<file path="src/rtl/rb_sysbus_initiator.sv">
// rb_sysbus_initiator: system-bus master that queues read/write commands and
// issues them one at a time as single-cycle strobes, returning one response per
// command with an ack timeout.
//
// Ports:
//   clk_adc_125mhz, adc_rst_i          clock, async active-high reset
//   cmd_vld/cmd_rdy, cmd_we, cmd_addr,
//   cmd_wdata, cmd_sel                 command stream into the FIFO
//   rsp_vld/rsp_rdy, rsp_rdata,
//   rsp_err, rsp_timeout               response stream, one per command
//   sys_addr, sys_wdata, sys_sel,
//   sys_wen, sys_ren                   bus request (strobes are one cycle)
//   sys_rdata, sys_err, sys_ack        bus completion
//   busy, timeout_cnt                  status
module rb_sysbus_initiator #(
    parameter int CMD_DEPTH   = 4,
    parameter int TIMEOUT_CYC = 16
) (
    input  logic        clk_adc_125mhz,
    input  logic        adc_rst_i,
    input  logic        cmd_vld,
    output logic        cmd_rdy,
    input  logic        cmd_we,
    input  logic [31:0] cmd_addr,
    input  logic [31:0] cmd_wdata,
    input  logic [3:0]  cmd_sel,
    output logic        rsp_vld,
    input  logic        rsp_rdy,
    output logic [31:0] rsp_rdata,
    output logic        rsp_err,
    output logic        rsp_timeout,
    output logic [31:0] sys_addr,
    output logic [31:0] sys_wdata,
    output logic [3:0]  sys_sel,
    output logic        sys_wen,
    output logic        sys_ren,
    input  logic [31:0] sys_rdata,
    input  logic        sys_err,
    input  logic        sys_ack,
    output logic        busy,
    output logic [15:0] timeout_cnt
);
    localparam int AW = $clog2(CMD_DEPTH);
    localparam logic [AW:0] FULL = (AW+1)'(CMD_DEPTH);
    localparam logic [7:0] TO_LIM = 8'(TIMEOUT_CYC);

    typedef enum logic [2:0] {IDLE, STROBE, WAIT, RSP, GUARD} state_t;

    state_t state, state_n;
    // FIFO entry layout: {we, sel, addr, wdata}
    logic [68:0] mem [CMD_DEPTH];
    logic [68:0] head;
    logic [AW-1:0] wr_ptr, rd_ptr;
    logic [AW:0] count, count_n;
    logic [7:0] wait_cnt;
    logic guard, cur_we;
    logic push, pop, ack_done, timed_out;

    assign push = cmd_vld & cmd_rdy;
    assign head = mem[rd_ptr];
    assign count_n = count + (AW+1)'(push) - (AW+1)'(pop);

    always_comb begin
        state_n = state;
        pop = 1'b0;
        ack_done = 1'b0;
        timed_out = 1'b0;
        case (state)
            IDLE: begin
                pop = (count != '0) && !guard;
                state_n = pop ? STROBE : IDLE;
            end
            STROBE: begin
                // a combinational slave may ack during the strobe itself
                ack_done = sys_ack;
                state_n = sys_ack ? RSP : WAIT;
            end
            WAIT: begin
                // an ack on the timeout edge still completes normally
                ack_done = sys_ack;
                timed_out = !sys_ack && (wait_cnt == TO_LIM);
                state_n = (sys_ack || timed_out) ? RSP : WAIT;
            end
            RSP: state_n = rsp_rdy ? (guard ? GUARD : IDLE) : RSP;
            GUARD: state_n = sys_ack ? GUARD : IDLE;
            default: state_n = IDLE;
        endcase
    end

    always_ff @(posedge clk_adc_125mhz or posedge adc_rst_i) begin
        if (adc_rst_i)
            state <= IDLE;
        else
            state <= state_n;
    end

    always_ff @(posedge clk_adc_125mhz) begin
        if (push)
            mem[wr_ptr] <= {cmd_we, cmd_sel, cmd_addr, cmd_wdata};
    end

    always_ff @(posedge clk_adc_125mhz or posedge adc_rst_i) begin
        if (adc_rst_i) begin
            wr_ptr <= '0;
            rd_ptr <= '0;
            count <= '0;
            cmd_rdy <= 1'b0;
            busy <= 1'b0;
            sys_wen <= 1'b0;
            sys_ren <= 1'b0;
            sys_addr <= '0;
            sys_wdata <= '0;
            sys_sel <= '0;
            cur_we <= 1'b0;
            wait_cnt <= '0;
            guard <= 1'b0;
            rsp_vld <= 1'b0;
            rsp_rdata <= '0;
            rsp_err <= 1'b0;
            rsp_timeout <= 1'b0;
            timeout_cnt <= '0;
        end else begin
            wr_ptr <= wr_ptr + AW'(push);
            rd_ptr <= rd_ptr + AW'(pop);
            count <= count_n;
            cmd_rdy <= count_n != FULL;
            busy <= (state_n != IDLE) || (count_n != '0);
            sys_wen <= pop & head[68];
            sys_ren <= pop & ~head[68];
            if (pop)
                {cur_we, sys_sel, sys_addr, sys_wdata} <= head;
            wait_cnt <= (state == WAIT) ? wait_cnt + 8'd1 : 8'd0;
            rsp_vld <= state_n == RSP;
            if (ack_done) begin
                rsp_rdata <= cur_we ? 32'd0 : sys_rdata;
                rsp_err <= sys_err;
                rsp_timeout <= 1'b0;
            end else if (timed_out) begin
                rsp_rdata <= 32'd0;
                rsp_err <= 1'b1;
                rsp_timeout <= 1'b1;
                timeout_cnt <= (timeout_cnt == 16'hFFFF) ? timeout_cnt : timeout_cnt + 16'd1;
            end
            // guard keeps a late ack of a timed-out access from completing the next one
            if (timed_out)
                guard <= 1'b1;
            else if (state == GUARD && !sys_ack)
                guard <= 1'b0;
        end
    end
endmodule

</file>
<file path="config.mk">
export PLATFORM = sky130hd
export DESIGN_NAME = rb_sysbus_initiator
export DESIGN_NICKNAME = d
export VERILOG_FILES = /design/src/rtl/rb_sysbus_initiator.sv
export SDC_FILE = /design/constraint.sdc
export NUM_CORES = 1
export LEC_CHECK = 0
export CAP_MARGIN = 20
export CORE_ASPECT_RATIO = 0.8
export CORE_MARGIN = 2
export CORE_UTILIZATION = 35
export DETAILED_ROUTE_END_ITERATION = 8
export PLACE_DENSITY = 0.65
export SLEW_MARGIN = 10
export SYNTH_ARGS = -nofsm -noshare
export SYNTH_HDL_FRONTEND = slang
export SYNTH_SLANG_ARGS = --single-unit
</file>
<file path="constraint.sdc">
create_clock -name clk_adc_125mhz -period 11.8 [get_ports clk_adc_125mhz]
set_input_delay 3.54 -clock clk_adc_125mhz [delete_from_list [all_inputs] [get_ports clk_adc_125mhz]]
set_output_delay 3.54 -clock clk_adc_125mhz [all_outputs]
set_load 0.01 [all_outputs]
</file>
After elaboration in Yosys (flattened, before gate mapping)
Memories as Yosys holds them, arrays and structs flattened.
Index checks and enable logic that the tools add are counted.
{"block": "classes", "addsub": 6, "n_eq_ne": 8, "mux": 21, "bitwise_logic": 6, "n_reduce_logical": 15}
{"cell": "2-to-1 mux 32 bit", "n": 3}
{"cell": "adder 16 x 1 -> 16 bit, second input constant", "n": 1}
{"cell": "== test 16 bit, second input constant", "n": 1}
{"cell": "case mux 3 bit (5 select lines)", "n": 1}
{"cell": "2-to-1 mux 1 bit", "n": 13}
{"cell": "== test 3 x 2 -> 1 bit, second input constant", "n": 3}
{"cell": "2-to-1 mux 3 bit", "n": 3}
{"cell": "nonzero test 3 bit", "n": 3}
{"cell": "adder 8 x 1 -> 8 bit, second input constant", "n": 1}
{"cell": "== test 8 x 5 -> 1 bit, second input constant", "n": 1}
{"cell": "2-to-1 mux 8 bit", "n": 1}
{"cell": "adder 2 x 1 -> 2 bit", "n": 2}
{"cell": "nonzero test 2 bit", "n": 2}
{"cell": "adder 3 x 1 -> 3 bit", "n": 1}
{"cell": "bitwise AND 1 bit", "n": 3}
{"cell": "== test 3 x 1 -> 1 bit, second input constant", "n": 1}
{"cell": "== test 3 bit, second input constant", "n": 1}
{"cell": "logical AND 1 bit", "n": 3}
{"cell": "logical NOT 3 bit", "n": 1}
{"cell": "!= test 3 bit, second input constant", "n": 1}
{"cell": "NOT 1 bit", "n": 3}
{"cell": "AND reduction 3 bit", "n": 1}
{"cell": "subtractor 3 x 1 -> 3 bit", "n": 1}
{"cell": "logical NOT 1 bit", "n": 2}
{"cell": "2 further kinds", "n": 3}
{"block": "word_totals", "regBits": 143, "ram_bits": 276, "out_inout_bits": 123, "word_cells": 76, "mem_count": 1}
{"name": "mem", "words": 4, "word_bits": 69, "read_ports": 1, "rd_clocked_by_memory_dff": 0, "write_ports": 1, "line": "51", "rtl": "logic [68:0] mem [CMD_DEPTH];"}

Depth between registers and ports, before layout
{"block": "logic_depth", "ltp_word": 7, "mapped_depth": 11, "depth_no_buf": 9}

Least setup slack after synthesis
No wires, ideal clock.
{"block": "synth_timing", "kind": "input to register", "from": "input port cmd_vld", "to": "memory mem[1][0] (enable)", "setup_time_ps": 595, "arrival_time_ps": 8766, "path_slack_ps": 2439, "path_stages": 2, "path_buffers": 0, "cell_sequence": "nand2_1 nor3b_1"}
{"block": "synth_via", "elab_chain_cells": 3}
{"element": "from (decl)", "line": "21", "rtl": "input logic cmd_vld,"}
{"element": "bitwise AND 1 bit", "line": "59", "rtl": "assign push = cmd_vld & cmd_rdy;"}
{"element": "2-to-1 mux 1 bit", "line": "98", "rtl": "if (push)"}
{"element": "2-to-1 mux 1 bit (implied by the code)", "line": "99", "rtl": "mem[wr_ptr] <= {cmd_we, cmd_sel, cmd_addr, cmd_wdata};"}
{"element": "to (decl)", "line": "51"}
Every way passes these cells.

Worst setup path after layout
{"block": "layout_timing", "from": "input port cmd_vld", "to": "register busy"}
{"block": "layout_via", "elab_chain_cells": 5}
{"element": "bitwise AND 1 bit", "line": "59"}
{"element": "adder 3 x 1 -> 3 bit", "line": "61", "rtl": "assign count_n = count + (AW+1)'(push) - (AW+1)'(pop);"}
{"element": "subtractor 3 x 1 -> 3 bit", "line": "61"}
{"element": "named net count_n[2]", "line": "54", "rtl": "logic [AW:0] count, count_n;"}
{"element": "nonzero test 3 bit", "line": "127", "rtl": "busy <= (state_n != IDLE) || (count_n != '0);"}
{"element": "logical OR 1 bit", "line": "127"}
{"element": "to (signal assigned)", "line": "127"}
{"element": "to (decl)", "line": "40", "rtl": "output logic busy,"}
The timed path passes the listed nets, and every way through them passes these cells.
A chain may end at the register's enable or synchronous reset.

==> results.yml <==
synth:
  ys_seq_area_frac: 0.7625
  yosysUniqueCellTypes: 41
  syn_nets: 872
  synth.mux.area_fraction: 0.1505
  synth_area_leaders: "edfxtp_1, dfrtp_1, mux4_2, mux2_2, a22o_1"
  synth_top_family_by_area: "multiplexers"
  yosys.area_share.simple: 0.03119
  synth_edf_count: 276
  synth_top_area_frac: 0.5326
  synth_area_um2: 15560
  synth_flop_cell: "edfxtp_1"
  syn_area_per_cell_um2: 20.50
  async_flop_share: 0.3413
  synth_cells: 759
  yosys_warnings: 0
  synth-seq-cells: 419
  synth_largest_area_cell: "edfxtp_1"
  synth_xor_area_frac: 0.01576
  synth_compound_area_frac: 0.02139
  synth_fa_ha_area_frac: 0.005306
worst_setup_path:
  reg2reg_slack_ns: 8.44
  r2r_cells: 10
  rr_endpoint: "busy"
  r2r_start: "state[0]"
  crit_slowest_cell: "clkdlybuf4s50_1"
  path_cells: "clkdlybuf4s50_1, nand2_1, xnor2_1, ha_1, fa_1, xor2_1, xnor2_1, or4_1, or3_1"
  critical_path_class: "in -> reg"
  crit_top_cell: "xnor2_1"
  critical-path-max-stage-delay_ns: 0.47
  cp-startpoint: "cmd_vld"
  cp.required_ns: 12.21
  cp_max_fo: 6
  cp-endpoint: "busy"
  cp.arrival_ns: 6.07
  crit_path_start_kind: "primary input"
  cp-end-kind: "register"
sta:
  setup_viol: 0
  clock_skew_ns: 0.01312
  max_clock_freq_mhz: 176.5
  grt_setup_unrepaired: "no"
  slew_headroom: 0.3794
  period_share: 0.4801
  tns_ns: 0
  drv_slew: 0
  min_period_ns: 5.665
  max_slew.worst_pin.slew_ns: 0.9277
  hold_viol: 0
finish:
  syn_to_final_growth_pct: 29.17
  most-common-layout-cells: "edfxtp_1, clkdlybuf4s50_1, dfrtp_1"
  final_common_cell: "edfxtp_1"
  fillers: 3786
  drive_gt1_frac: 0.2284
  final_net_count: 1129
  finalNonFillerCells: 1656
clock_tree:
  clock_sinks: 419
  clockBufferDepth: 3
  cts_tree: "yes"
  cts_resized: 0
  clkTransAtPathRegs_ns: 0.06
  root_buffer: "clkbuf_16"
  clk_latency_ns: 0.54
  postCtsSetupRepairBufs: 0
  hold_buffers: 0
  htree_levels: 2
  cts_made_buffers: 43
pwr:
  p_leak_nw: 7.202
  ir_drop_mv: 0.1436
  power.density_nw_per_um2: 248.0
job:
  drv_cap: 0
floorplanning:
  die_w_um: 239.8
  dieArea_um2: 46180
  start_util: 0.3528
  core_area_um2: 44120
  pin_count: 230
  rows: 69
  die_y_um: 192.6
routing:
  routed_wl_um: 31480
  wl_per_cell_um: 19.01
  drc: 0
  dr.first_iter.drc_count: 379
  ant_nets: 0
  vias: 7839
  drtPass1Iterations: 4
  via_per_inst: 4.734
global_routing:
  track_usage: 0.1393
  grt_max_degree: 81
  grt_pass1_wl_um: 49160
  antenna_found_initial: 1
  grt_pass1_vias: 8415
  grt-ovfl-total: 0
placement:
  dp_hpwl_um: 18970
  io_buffer_count: 229
  gp_congestion: 0.7716
  dp.cells: 1573
min_path:
  hold_start: "rsp_rdata[16]"
  hold_class: "reg -> reg"
run_status:
  status: "completed"
critical path, delay by kind of cell:
family / cells / cell delay [ns]
fa+ha+maj: 2 / 0.58
buf+inv: 1 / 0.47
xor+xnor: 3 / 0.51
simple gates: 3 / 0.95
stage by stage:
step	total power (W)	utilization	area (um^2)	hold slack [ns]	setup slack, ns
final	0.004985	0.4557	20100	0.5021	6.135
after global routing	0.005271	0.4555	20100	0.5206	6.022
after CTS	0.005077	0.4549	20070	0.4990	6.181
after detailed placement	0.003665	0.4218	18610	0.4852	5.631
after global placement	0.003626	0.4211	18580	0.4792	5.630
after floorplan	0.003022	-	15560	0.4787	2.439
cell type report:
| type | count | area, um^2 | area share |
|---|---|---|---|
| flip-flops and latches | 419 | 11870 | 0.5907 |
| multi-input cells | 297 | 3520 | 0.1751 |
| repair buffers | 244 | 2440 | 0.1214 |
| clock buffers | 51 | 1147 | 0.05708 |
| well taps | 603 | 754.5 | 0.03753 |
| clock inverters | 29 | 315.3 | 0.01569 |
| inverters | 11 | 46.29 | 0.002303 |
| diodes | 2 | 5.005 | 0.0002490 |
layer usage:
metal | vias to the layer above | share of wire | global-route usage
met1 | 4069 | 0.46 | 0.1988
li1 | 3511 | - | -
met5 | - | 0.00044 | 0
met2 | 205 | 0.46 | 0.2171
met4 | 2 | 0.015 | 0.03173
met3 | 52 | 0.063 | 0.03290
how the worst min path moves through the flow:
stage	to	slack [ns]	cells past startpoint
after floorplan	count[2]	0.48	1
after global routing	sys_addr[24]	0.52	1
final	rsp_rdata[16]	0.50	1
after CTS	timeout_cnt[14]	0.50	1
after global placement	timeout_cnt[14]	0.48	1
after detailed placement	timeout_cnt[5]	0.49	1
report_power, final:
| group | switching, W | internal (W) | leakage (nW) |
|---|---|---|---|
| combinational | 0.000614 | 0.000813 | 2.20 |
| sequential | 0.000203 | 0.00197 | 4.29 |
| clock | 0.000559 | 0.000830 | 0.709 |
cells by family (layout without fill, tap and decap cells):
logic type,Yosys count,in the layout
xor+xnor,28,28
simple gates,86,86
flops,419,419
fa+ha+maj,6,6
compound gates,38,38
buf+inv,43,335
mux,139,139
other cells,0,2
synthesized netlist by cell type, types with 2 or more instances:
cell type  instances
a21oi_1            2
inv_1             10
a22o_1            32
clkbuf_1           9
xnor2_1            8
dfrtp_1          143
xor2_1            20
nor4b_2            2
edfxtp_1         276
nand2_1           12
nand3_1            9
nor3_2             2
or3_1              3
mux4_2            69
nor3b_1            3
buf_4              5
nor2b_1            3
nand4_1            3
ha_1               5
nand3b_1           2
and2_1             2
buf_2             16
and3_1             5
mux2_2            70
nor2_1            24
o21ai_0            3
nor3_1             7
registers in the layout (all words and copies together) (netlist names):
| name | flops |
|---|---|
| wr_ptr | 2 |
| count | 3 |
| cur_we | 1 |
| rsp_timeout | 1 |
| sys_addr | 32 |
| guard | 1 |
| sys_wen | 1 |
| sys_wdata | 32 |
| mem | 276 |
| wait_cnt | 8 |
| timeout_cnt | 16 |
| sys_ren | 1 |
| rd_ptr | 2 |
| busy | 1 |
| rsp_rdata | 32 |
| rsp_err | 1 |
| state | 3 |
| rsp_vld | 1 |
| cmd_rdy | 1 |
| sys_sel | 4 |
No activity file was read; power rests on OpenSTA's default activity.
